<file path="config.mk">
export PLATFORM = sky130hd
export DESIGN_NAME = clk_rst_sequencer
export DESIGN_NICKNAME = d
export VERILOG_FILES = /design/src/rtl/clk_rst_sequencer.sv
export SDC_FILE = /design/constraint.sdc
export NUM_CORES = 1
export LEC_CHECK = 0
export ABC_AREA = 1
export BUFFER_PORTS_ARGS = -buffer_cell sky130_fd_sc_hd__clkbuf_2
export CAP_MARGIN = 20
export CORE_ASPECT_RATIO = 1.25
export CORE_MARGIN = 5
export CORE_UTILIZATION = 35
export DETAILED_ROUTE_END_ITERATION = 10
export SLEW_MARGIN = 30
export SYNTH_ARGS = -nofsm -noshare
export SYNTH_HDL_FRONTEND = slang
export SYNTH_SLANG_ARGS = --single-unit
</file>
<file path="constraint.sdc">
create_clock -name clk_i -period 4.4 [get_ports clk_i]
set_input_delay 0.88 -clock clk_i [delete_from_list [all_inputs] [get_ports clk_i]]
set_output_delay 0.88 -clock clk_i [all_outputs]
set_load 0.02 [all_outputs]
</file>
<file path="src/rtl/clk_rst_sequencer.sv">
// rtl/clk_rst_sequencer.sv - MMCM reset, lock qualification and staged downstream reset release
// Outputs are registered from the next state, so they move on the same edge as the state register.
module clk_rst_sequencer #(
    parameter int MMCM_RST_CYCLES = 8,
    parameter int LOCK_TIMEOUT    = 1024,
    parameter int STABLE_CYCLES   = 64,
    parameter int STAGE_CYCLES    = 16,
    parameter int TICK_DIV        = 9
) (
    input  logic       clk_i,
    input  logic       rst_ni,
    input  logic       locked_uart_i,
    input  logic       locked_adc_i,
    input  logic       restart_i,
    output logic       mmcm_rst_o,
    output logic       adc_rst_no,
    output logic       fir_rst_no,
    output logic       ctrl_rst_no,
    output logic       ready_o,
    output logic       uart_tick_o,
    output logic [7:0] retry_cnt_o,
    output logic       lock_loss_o
);

    localparam int MAX_A   = (MMCM_RST_CYCLES > LOCK_TIMEOUT) ? MMCM_RST_CYCLES : LOCK_TIMEOUT;
    localparam int MAX_B   = (STABLE_CYCLES > STAGE_CYCLES) ? STABLE_CYCLES : STAGE_CYCLES;
    localparam int CNT_MAX = (MAX_A > MAX_B) ? MAX_A : MAX_B;
    localparam int CNT_W   = $clog2(CNT_MAX + 1);
    localparam int TICK_W  = $clog2(TICK_DIV);

    localparam logic [CNT_W-1:0]  MRST_LAST    = CNT_W'(MMCM_RST_CYCLES - 1);
    localparam logic [CNT_W-1:0]  TIMEOUT_LAST = CNT_W'(LOCK_TIMEOUT - 1);
    localparam logic [CNT_W-1:0]  STABLE_LAST  = CNT_W'(STABLE_CYCLES - 1);
    localparam logic [CNT_W-1:0]  STAGE_LAST   = CNT_W'(STAGE_CYCLES - 1);
    localparam logic [TICK_W-1:0] TICK_LAST    = TICK_W'(TICK_DIV - 1);

    typedef enum logic [2:0] {
        S_MRST, S_WAIT, S_STABLE, S_ADC, S_FIR, S_RUN, S_FAULT
    } state_t;

    state_t              state_q, state_d;
    logic [CNT_W-1:0]    cnt_q, cnt_d;
    logic [TICK_W-1:0]   tick_cnt_q, tick_cnt_d;
    logic [7:0]          retry_q, retry_d;
    logic                lock_loss_q, lock_loss_d;
    logic                mmcm_rst_q, mmcm_rst_d;
    logic                adc_rst_n_q, adc_rst_n_d;
    logic                fir_rst_n_q, fir_rst_n_d;
    logic                ctrl_rst_n_q, ctrl_rst_n_d;
    logic                ready_q, ready_d;
    logic                tick_q, tick_d;
    logic [1:0]          lock_meta_q, lock_sync_q;
    logic                lock_ok;
    logic                in_release;

    // Two-flop synchronisers for the asynchronous MMCM lock flags
    always_ff @(posedge clk_i or negedge rst_ni) begin
        if (!rst_ni) begin
            lock_meta_q <= 2'b00;
            lock_sync_q <= 2'b00;
        end else begin
            lock_meta_q <= {locked_uart_i, locked_adc_i};
            lock_sync_q <= lock_meta_q;
        end
    end

    assign lock_ok    = &lock_sync_q;
    assign in_release = (state_q == S_ADC) || (state_q == S_FIR) || (state_q == S_RUN);

    always_comb begin
        state_d     = state_q;
        cnt_d       = cnt_q + 1'b1;
        retry_d     = retry_q;
        lock_loss_d = lock_loss_q | (in_release && !lock_ok);

        case (state_q)
            S_MRST:   if (cnt_q == MRST_LAST) state_d = S_WAIT;
            S_WAIT: begin
                if (lock_ok) begin
                    state_d = S_STABLE;
                end else if (cnt_q == TIMEOUT_LAST) begin
                    state_d = S_MRST;
                    if (retry_q != 8'hFF) retry_d = retry_q + 8'd1;
                end
            end
            S_STABLE: begin
                if (!lock_ok)                    state_d = S_WAIT;
                else if (cnt_q == STABLE_LAST)   state_d = S_ADC;
            end
            S_ADC: begin
                if (!lock_ok)                    state_d = S_FAULT;
                else if (cnt_q == STAGE_LAST)    state_d = S_FIR;
            end
            S_FIR: begin
                if (!lock_ok)                    state_d = S_FAULT;
                else if (cnt_q == STAGE_LAST)    state_d = S_RUN;
            end
            S_RUN:    if (!lock_ok) state_d = S_FAULT;
            S_FAULT:  state_d = S_MRST;
            default:  state_d = S_MRST;
        endcase

        // Software restart overrides everything except an MRST already in progress
        if (restart_i && (state_q != S_MRST)) begin
            state_d = S_MRST;
            retry_d = retry_q;
        end

        if ((state_d != state_q) || (state_q == S_RUN)) cnt_d = '0;

        tick_cnt_d = '0;
        tick_d     = 1'b0;
        if ((state_q == S_RUN) && (state_d == S_RUN)) begin
            if (tick_cnt_q == TICK_LAST) begin
                tick_d = 1'b1;
            end else begin
                tick_cnt_d = tick_cnt_q + 1'b1;
            end
        end

        mmcm_rst_d   = (state_d == S_MRST);
        adc_rst_n_d  = (state_d == S_ADC) || (state_d == S_FIR) || (state_d == S_RUN);
        fir_rst_n_d  = (state_d == S_FIR) || (state_d == S_RUN);
        ctrl_rst_n_d = (state_d == S_RUN);
        ready_d      = (state_d == S_RUN);
    end

    always_ff @(posedge clk_i or negedge rst_ni) begin
        if (!rst_ni) begin
            state_q      <= S_MRST;
            cnt_q        <= '0;
            tick_cnt_q   <= '0;
            retry_q      <= 8'd0;
            lock_loss_q  <= 1'b0;
            mmcm_rst_q   <= 1'b1;
            adc_rst_n_q  <= 1'b0;
            fir_rst_n_q  <= 1'b0;
            ctrl_rst_n_q <= 1'b0;
            ready_q      <= 1'b0;
            tick_q       <= 1'b0;
        end else begin
            state_q      <= state_d;
            cnt_q        <= cnt_d;
            tick_cnt_q   <= tick_cnt_d;
            retry_q      <= retry_d;
            lock_loss_q  <= lock_loss_d;
            mmcm_rst_q   <= mmcm_rst_d;
            adc_rst_n_q  <= adc_rst_n_d;
            fir_rst_n_q  <= fir_rst_n_d;
            ctrl_rst_n_q <= ctrl_rst_n_d;
            ready_q      <= ready_d;
            tick_q       <= tick_d;
        end
    end

    assign mmcm_rst_o  = mmcm_rst_q;
    assign adc_rst_no  = adc_rst_n_q;
    assign fir_rst_no  = fir_rst_n_q;
    assign ctrl_rst_no = ctrl_rst_n_q;
    assign ready_o     = ready_q;
    assign uart_tick_o = tick_q;
    assign retry_cnt_o = retry_q;
    assign lock_loss_o = lock_loss_q;

endmodule

</file>
==> impl_metrics.toml, run 1 <==
[status]
outcome = "completed"

[synth]
yosysWarnings = 0
synth_enable_flop_cells = 0
ys_async_sr_fraction = 1.000
synth-seq-cells = 36
synthMuxAreaShare = 0.005968
synth.most_common_cell = "nand2_1"
netlist_area_um2 = 1887
syn_nets = 222
yosysTopAreaCellShare = 0.4642
synth.area.top_cells = "dfrtp_1, nand2_1, inv_1"
synth-xor-area-share = 0.06499
synthSimpleGateAreaFrac = 0.3057
yosys-top-cells-count = "nand2_1, dfrtp_1, inv_1"
synth_area_per_cell_um2 = 8.858
ys_seq_area_frac = 0.4781
synth-compound-area-share = 0.03448
synth_ff_type = "dfrtp_1"
yosys.area_share.adder = 0.02653
ys_types = 31
synth_top_family_by_area = "simple AND/OR/NAND/NOR gates"
syn_inst = 213
synth_area_leader_cell = "dfrtp_1"

[timing]
min_period_ns = 2.145
tightest_slew_ns = 0.7741
finalCritPeriodShare = 0.4874
rsz0062_at_grt = "false"
clock-skew-final_ns = 0.006259
layout_setup_ws_ns = 2.255
slew-limit-headroom = 0.4840
slew_viol_final = 0
fmax_mhz = 466.3
setup_tns_ns = 0
finalSetupViolCount = 0
hold_violations = 0

[die]
core_area_um2 = 5330
die_x_um = 75.67
num_io_pins = 20
fp.dieH_um = 92.09
start_util = 0.3540
die-area_um2 = 6968
rows = 30

[detailed_routing]
route.detailed.drc = 0
postRouteAntennaNets = 0
dr.pass1.iters = 4
wirelength_um = 3311
routedWlPerCell_um = 11.07
vias = 1351
first_iter_violations = 61
routed_via_density = 4.518

[cts]
post_cts_buffers = 0
clk_pin_slew_ns = 0.07
cts_tree = "built"
clk_path_buf_depth = 2
cts_hold_buf = 0
clkLatencyLatePin_ns = 0.29
cts-htree-levels = 2
cts_buffers = 5
clock_sinks = 36
clockRootBuffer = "clkbuf_8"
cts_resized = 0

[global_routing]
grt-ovfl-total = 0
grtUsageTotal = 0.1082
grt_pass1_wl_um = 5851
grt_pass1_vias = 1361
antenna_found_initial = 0
grt_max_degree = 37

[min_path]
hp-class = "flop to flop"

[final_layout]
drive_gt1_frac = 0.2426
nets = 243
antennaDiodeCount = 0
stdcell_count = 299
area_delta_synth_final_pct = 13.53

[power]
seq_power_share = 0.409
p_sw_w = 0.0003276
total_power_w = 0.0009679
combPwrFrac = 0.264
p_leak_nw = 1.110
internal_power_w = 0.0006403
switching_share = 0.3385
power_density_nw_per_um2 = 451.9
vdd_drop_max_v = 0.0002731
clockPowerShare = 0.327

[placed_design]
post-place-ws_ns = 2.248
hpwl_um = 2455
io_buffers = 19
routabilityCongestion = 0.8461
dp_cells = 291

[setup_path]
crit_fanout = 11
required_ns = 4.55
cp_common_cell = "nand2_1"
critPathTopFamily = "simple AND/OR/NAND/NOR gates"
slowest_stage = "nand2_1"
cp_slowest_stage_delay_ns = 0.44
crit_chain = "ha_1 -> nand3_2 -> nor2_1 -> nand2_1 -> nand2_1 -> nand2_1 -> nand2_1 -> nand3_2 -> nand2_2 -> nand2_1 -> nand2_1 -> nor3_1"
startpoint_type = "flop"
path_buf_inv = 0
arrival_ns = 2.29
critPathCaptureType = "flop"
critical_path_class = "flop to flop"

[flow_run]
cap_violations = 0
-- placed cells by master (no fill, tap or decap), drive strengths merged --
master / count
nand2: 46
dfrtp: 35
inv: 30
nor2: 30
clkbuf: 25
nand3: 17
nor3: 14
xor2: 10
o21ai: 7
xnor2: 4
ha: 4
a21oi: 1
and3: 1
nand4: 1
o211ai: 1
a31oi: 1
or2: 1
nand3b: 1
a21o: 1
and2: 1
mux2: 1
bufinv: 1
buf: 1
dfstp: 1
-- flip-flops by register name (all words and copies together), names as in the netlist --
name and count:
lock_sync_q 2, ready_o 1, lock_loss_o 1, lock_meta_q 2, fir_rst_no 1, mmcm_rst_o 1, adc_rst_no 1, tick_cnt_q 4
uart_tick_o 1, state_q 3, cnt_q 11, retry_cnt_o 8
-- routing by layer --
layer  GRT usage  share of wire  wire (um)  vias to the layer above
met5           0              0          0                        -
met4     0.05394          0.021         71                        0
li1            -              -          -                      702
met1      0.1233           0.44       1454                      627
met3     0.03070          0.032        105                        6
met2      0.1794           0.51       1679                       16
-- kinds of logic (layout without fill, tap and decap cells) --
| kind of cell | Yosys count | in the layout |
|---|---|---|
| AND/OR/NAND/NOR | 112 | 112 |
| flip-flops | 36 | 36 |
| buffers and inverters | 35 | 57 |
| XOR/XNOR | 14 | 14 |
| AO/OA/AOI/OAI | 11 | 11 |
| adder cells (fa/ha/maj) | 4 | 4 |
| multiplexers | 1 | 1 |
-- final cells by class --
cell class,instances,area [um2]
Sequential cell,36,902.1
Fill cell,547,3188
Tap cell,64,80.08
Timing Repair Buffer,19,95.09
Clock buffer,7,96.34
Inverter,30,112.6
Clock inverter,1,30.03
Multi-Input combinational cell,142,825.8
-- worst paths after layout --
| kind | start | endpoint | slack [ns] | cells after the start |
|---|---|---|---|---|
| worst max register to register | cnt_q[0] | cnt_q[10] | 2.26 | 12 |
| worst max-delay path | cnt_q[0] | cnt_q[10] | 2.26 | 12 |
| max in group asynchronous | rst_ni | cnt_q[8] | 3.24 | 1 |
| worst min-delay path | lock_meta_q[1] | lock_sync_q[1] | 0.36 | 0 |
| min in group asynchronous | rst_ni | tick_cnt_q[3] | 0.66 | 1 |
| worst min register to register | lock_meta_q[1] | lock_sync_q[1] | 0.36 | 0 |
-- power by group through the flow --
| stage | clock, W | sequential [W] | combinational, W |
|---|---|---|---|
| final | 0.000317 | 0.000396 | 0.000255 |
| after global placement | 0 | 0.000403 | 0.000258 |
| after detailed placement | 0 | 0.000402 | 0.000259 |
| after global routing | 0.000337 | 0.000402 | 0.000286 |
| after CTS | 0.000326 | 0.000396 | 0.000260 |
| after floorplan | 0 | 0.000405 | 0.000232 |
-- stage by stage --
step | util | hold WS, ns | area [um2]
after global routing | 0.4019 | 0.3711 | 2142
final | 0.4019 | 0.3563 | 2142
after floorplan | - | 0.3312 | 1887
after global placement | 0.3782 | 0.3388 | 2016
after detailed placement | 0.3782 | 0.3426 | 2016
after CTS | 0.4019 | 0.3591 | 2142
Power figures use the tool's default switching activity.
==> inputs of run 2 (changes only) <==
- ABC_AREA: 1 -> 0
- clock period: 4.4 -> 1.8 ns (I/O delays scaled with it)
==> impl_metrics.toml, run 2 <==
[die]
core_area_um2 = 5480
die_x_um = 77.31
num_io_pins = 20
start_util = 0.3616
die-area_um2 = 7277
fp.dieH_um = 94.13
rows = 30

[setup_path]
startpoint_type = "flop"
required_ns = 1.98
critPathCaptureType = "flop"
arrival_ns = 2.10
crit_fanout = 7
critical_path_class = "flop to flop"

[final_layout]
final_cell_mix = "buf_4, dfrtp_1, clkbuf_2, nor2_1"
largest_register_ffs = 11
antennaDiodeCount = 0
nets = 262
area_delta_synth_final_pct = 34.79
drive_gt1_frac = 0.3976
layout_commonest_cell = "buf_4"
nFillCells = 495
regMostFlops = "cnt_q"
fin_util = 0.4874
design_area_um2 = 2671

[detailed_routing]
dr.pass1.iters = 4
route.detailed.drc = 0
wirelength_um = 4574
vias = 1662
routedWlPerCell_um = 14.38
first_iter_violations = 151
postRouteAntennaNets = 0
routed_via_density = 5.226

[synth]
ys_seq_area_frac = 0.4552
synth_area_leader_cell = "dfrtp_1"
ys_async_sr_fraction = 1.000
yosysTopAreaCellShare = 0.4419
synth-seq-cells = 36
synth_ff_type = "dfrtp_1"
netlist_area_um2 = 1982
yosysWarnings = 0
yosys-top-cells-count = "dfrtp_1, nor2_1, nor3_1"
syn_nets = 204
synth.most_common_cell = "dfrtp_1"
synth_enable_flop_cells = 0
ys_types = 50
synth_area_per_cell_um2 = 10.16
syn_inst = 195
synth.area.top_cells = "dfrtp_1, xnor2_1, nor2_1"

[status]
violations = "negative setup slack"
outcome = "finished with violations"

[cts]
clockRootBuffer = "clkbuf_8"
clock_sinks = 36
clk_pin_slew_ns = 0.07
clk_path_buf_depth = 2
cts_tree = "built"
cts_hold_buf = 0
cts_buffers = 5
clkLatencyLatePin_ns = 0.29
cts-htree-levels = 2

[timing]
hold_violations = 0
clock-skew-final_ns = 0.007554
finalCritPeriodShare = 1.065
slew_viol_final = 0
slew-limit-headroom = 0.6979
tightest_slew_ns = 0.4532
rsz0062_at_grt = "true"
min_period_ns = 1.917
finalSetupViolCount = 13
fmax_mhz = 521.8
layout_setup_ws_ns = -0.1166

[global_routing]
grt_pass1_vias = 1670
grt-ovfl-total = 0
antenna_found_initial = 0
grt_pass1_wl_um = 7659
grtUsageTotal = 0.1311
grt_max_degree = 37

[placed_design]
io_buffers = 19
dpl_cell_area_um2 = 2407
hpwl_um = 3270
routabilityCongestion = 0.7928
post-place-ws_ns = -0.1205

[flow_run]
cap_violations = 0

[power]
p_leak_nw = 1.259
vdd_drop_max_v = 0.0005787
total_power_w = 0.002663
power_density_nw_per_um2 = 997.0

[min_path]
hp-class = "input pin to async pin"
-- run 2: kinds of logic (layout without fill, tap and decap cells) --
family / count (synthesis) / in the layout / share of synthesized area
XOR/XNOR: 18 / 18 / 0.07954
adder cells (fa/ha/maj): 5 / 5 / 0.03030
AND/OR/NAND/NOR: 86 / 86 / 0.2525
multiplexers: 5 / 5 / 0.02841
buffers and inverters: 17 / 76 / 0.04482
flip-flops: 36 / 36 / 0.4552
AO/OA/AOI/OAI: 28 / 28 / 0.1092
-- run 2: critical path, cell delays in order, from the launching register on --
cell	delay, ns
dfrtp_1	0.42
nor4_4	0.33
and4b_1	0.27
o21ai_2	0.06
a21oi_2	0.15
nor2_2	0.07
buf_4	0.17
o41ai_2	0.32
-- run 2: metal layers --
layer,part of all wire,global-route usage,vias to the layer above
met3,0.053,0.03935,9
met2,0.52,0.2191,30
met1,0.41,0.1541,808
met5,0,0,-
li1,-,-,815
met4,0.016,0.05731,0
-- run 2: final timing paths --
| check | from | endpoint | depth (start not counted) | slack [ns] |
|---|---|---|---|---|
| max | cnt_q[6] | cnt_q[7] | 7 | -0.12 |
| min | rst_ni | tick_cnt_q[2] | 2 | 0.1 |
| max reg2reg | cnt_q[6] | cnt_q[7] | 7 | -0.12 |
| min reg2reg | lock_meta_q[1] | lock_sync_q[1] | 0 | 0.35 |
| max in group asynchronous | rst_ni | mmcm_rst_o | 2 | 1.36 |
| min in group clk_i | locked_uart_i | lock_meta_q[1] | 1 | 0.18 |
-- run 2: area by class of cell --
| cell class | count | area [um2] | share of cell area |
|---|---|---|---|
| clock buffer | 8 | 90.09 | 0.03372 |
| multi-input combinational | 142 | 1134 | 0.4244 |
| sequential | 36 | 903.4 | 0.3382 |
| timing repair buffer | 62 | 441.7 | 0.1653 |
| tap | 64 | 80.08 | 0.02998 |
| inverter | 6 | 22.52 | 0.008431 |
-- run 2: where the power goes --
part           switching, W  internal [W]
Clock              0.000281      0.000312
Combinational      0.000515      0.000560
Sequential        0.0000846      0.000910
Total              0.000881       0.00178
-- run 2: timing repair --
| item | in CTS | in global routing |
|---|---|---|
| pin swaps | 19 | 6 |
| setup buffers | 4 | 1 |
| resized for setup | 15 | 15 |
| setup endpoints to repair | 15 | 22 |
-- run 2: through the flow --
| step | std cells | setup TNS (ns) | hold WS, ns |
|---|---|---|---|
| finish | 318 | -0.6529 | 0.09922 |
| global route | 318 | -2.806 | 0.1476 |
| CTS | 317 | -0.8438 | 0.1140 |
| detailed placement | 306 | -1.208 | 0.3378 |
| global placement | 306 | -0.6700 | 0.3344 |
| floorplan | 195 | -0.2993 | 0.06441 |
==> inputs of run 3 (changes only) <==
--- a/config.mk
+++ b/config.mk
@@ -12,5 +12,7 @@
 export CORE_MARGIN = 5
 export CORE_UTILIZATION = 35
+export CTS_BUF_LIST = sky130_fd_sc_hd__clkbuf_4
 export DETAILED_ROUTE_END_ITERATION = 10
+export GPL_TIMING_DRIVEN = 0
 export SLEW_MARGIN = 30
 export SYNTH_ARGS = -nofsm -noshare
==> constraint.sdc (replaced) <==
create_clock -name clk_i -period 1.8 [get_ports clk_i]
set_input_delay 0.36 -clock clk_i [delete_from_list [all_inputs] [get_ports clk_i]]
set_output_delay 0.36 -clock clk_i [all_outputs]
set_load 0.005 [all_outputs]
==> impl_metrics.toml, run 3 (synthesized netlist as in run 2, its figures left out) <==
[global_routing]
grt_pass1_wl_um = 7452
grtUsageTotal = 0.1280
antenna_found_initial = 0
grt_pass1_vias = 1566
grt_max_degree = 37
grt-ovfl-total = 0

[timing]
tightest_slew_ns = 0.8051
layout_setup_ws_ns = -0.1739
fmax_mhz = 506.6
setup_tns_ns = -1.737
slew-limit-headroom = 0.4633
hold_violations = 0
finalSetupViolCount = 20
min_period_ns = 1.974
finalCritPeriodShare = 1.097
clock-skew-final_ns = 0.01879
slew_viol_final = 0
rsz0062_at_grt = "true"

[placed_design]
dpl_cell_area_um2 = 2163
io_buffers = 18
routabilityCongestion = 0.8150
hpwl_um = 2884

[power]
power_density_nw_per_um2 = 1126
combPwrFrac = 0.362
clockPowerShare = 0.299
vdd_drop_max_v = 0.0005423
p_sw_w = 0.0008660
internal_power_w = 0.002046
switching_share = 0.2974
seq_power_share = 0.339
p_leak_nw = 1.189

[cts]
clock_sinks = 36
cts_tree = "built"
cts-htree-levels = 2
clk_path_buf_depth = 2
clk_pin_slew_ns = 0.13
clockRootBuffer = "clkbuf_4"
clkLatencyLatePin_ns = 0.36
cts_hold_buf = 0
cts_buffers = 5

[final_layout]
antennaDiodeCount = 0
drive_gt1_frac = 0.3760
fin_util = 0.4719
nFillCells = 525
regMostFlops = "cnt_q"
layout_commonest_cell = "dfrtp_1"
final_cell_mix = "dfrtp_1, buf_4, clkbuf_2, nor2_1, nor3_1"
nets = 250
largest_register_ffs = 11
area_delta_synth_final_pct = 30.49
design_area_um2 = 2586

[setup_path]
crit_chain = "ha_4 -> nand4_1 -> nor4b_4 -> o211ai_2 -> nor2_4 -> buf_8 -> mux2_4"
startpoint_type = "flop"
critical_path_class = "flop to flop"
crit_fanout = 8
slowest_stage = "dfrtp_1"
cp_slowest_stage_delay_ns = 0.41
arrival_ns = 2.23
required_ns = 2.05
critPathCaptureType = "flop"

[detailed_routing]
dr.pass1.iters = 4
wirelength_um = 4487
postRouteAntennaNets = 0
vias = 1626
first_iter_violations = 64
route.detailed.drc = 0
routedWlPerCell_um = 14.66
routed_via_density = 5.314

[die]
die_x_um = 77.31
die-area_um2 = 7277
core_area_um2 = 5480
rows = 30
fp.dieH_um = 94.13
num_io_pins = 20
start_util = 0.3616

[status]
violations = "negative setup slack"
outcome = "finished with violations"

[flow_run]
cap_violations = 0

[min_path]
hp-class = "input pin to async pin"
==> run 3: cell count changes in the layout (fill, tap and decap cells not counted), moves of 3 or more <==
cell and delta:
clkbuf_4 +6, bufinv_16 +3, buf_4 -21, buf_2 +5, clkbuf_8 -6, buf_6 +3
==> run 3: path summary, 6_finish.rpt <==
| kind | startpoint | to | slack, ns | cells past startpoint |
|---|---|---|---|---|
| worst max-delay path | cnt_q[1] | cnt_q[5] | -0.17 | 7 |
| worst min-delay path | rst_ni | retry_cnt_o[5] | 0.07 | 1 |
| worst max register to register | cnt_q[1] | cnt_q[5] | -0.17 | 7 |
| worst min register to register | lock_meta_q[0] | lock_sync_q[0] | 0.36 | 0 |
| max in group asynchronous | rst_ni | cnt_q[6] | 1.17 | 1 |
| min in group clk_i | locked_adc_i | lock_meta_q[0] | 0.11 | 1 |
==> run 3: per-layer routing <==
| layer | vias to the layer above | wire length, um | track usage |
|---|---|---|---|
| li1 | 790 | - | - |
| met1 | 781 | 1946 | 0.1576 |
| met2 | 41 | 2167 | 0.2093 |
| met3 | 14 | 265 | 0.03839 |
| met4 | 0 | 107 | 0.04871 |
| met5 | - | 0 | 0 |
==> run 3: layout make-up <==
class | instances | area (um2) | share of cell area
sequential | 36 | 904.6 | 0.3498
timing repair buffer | 39 | 266.5 | 0.1030
inverter | 6 | 22.52 | 0.008708
buffer | 11 | 76.32 | 0.02951
clock buffer | 5 | 37.54 | 0.01451
clock inverter | 3 | 90.09 | 0.03483
tap | 64 | 80.08 | 0.03096
multi-input combinational | 142 | 1109 | 0.4286
==> run 3: timing repair <==
item | 4_1_cts | 5_1_grt
buffers inserted | 18 | 3
pin swaps | 14 | 13
endpoints found under the setup margin | 21 | 23
cloned | 0 | 0
resized for setup | 25 | 9
==> run 3: power by group through the flow <==
stage,registers (W),logic [W],clock network [W]
floorplan,0.000986,0.000562,0
global placement,0.00100,0.000723,0
detailed placement,0.00100,0.000735,0
CTS,0.000975,0.000965,0.000882
global route,0.000999,0.00114,0.000928
finish,0.000988,0.00105,0.000869
==> run 3: metrics by stage <==
stage	std cells	hold slack [ns]	setup WS, ns	total power (W)
2_1_floorplan	195	0.06441	-0.1379	0.001548
3_3_place_gp	277	0.3338	-0.3965	0.001723
3_5_place_dp	277	0.3347	-0.4037	0.001734
4_1_cts	303	0.1081	-0.1629	0.002822
5_1_grt	306	0.09126	-0.2799	0.003065
6_report	306	0.07132	-0.1739	0.002912
==> run 3: worst max-delay path, delay by kind of cell, from the launching register on <==
family,cells,cell delay [ns]
AO/OA/AOI/OAI,1,0.13
adder cells (fa/ha/maj),1,0.16
flip-flops,1,0.41
multiplexers,1,0.29
AND/OR/NAND/NOR,3,0.71
buffers and inverters,1,0.16
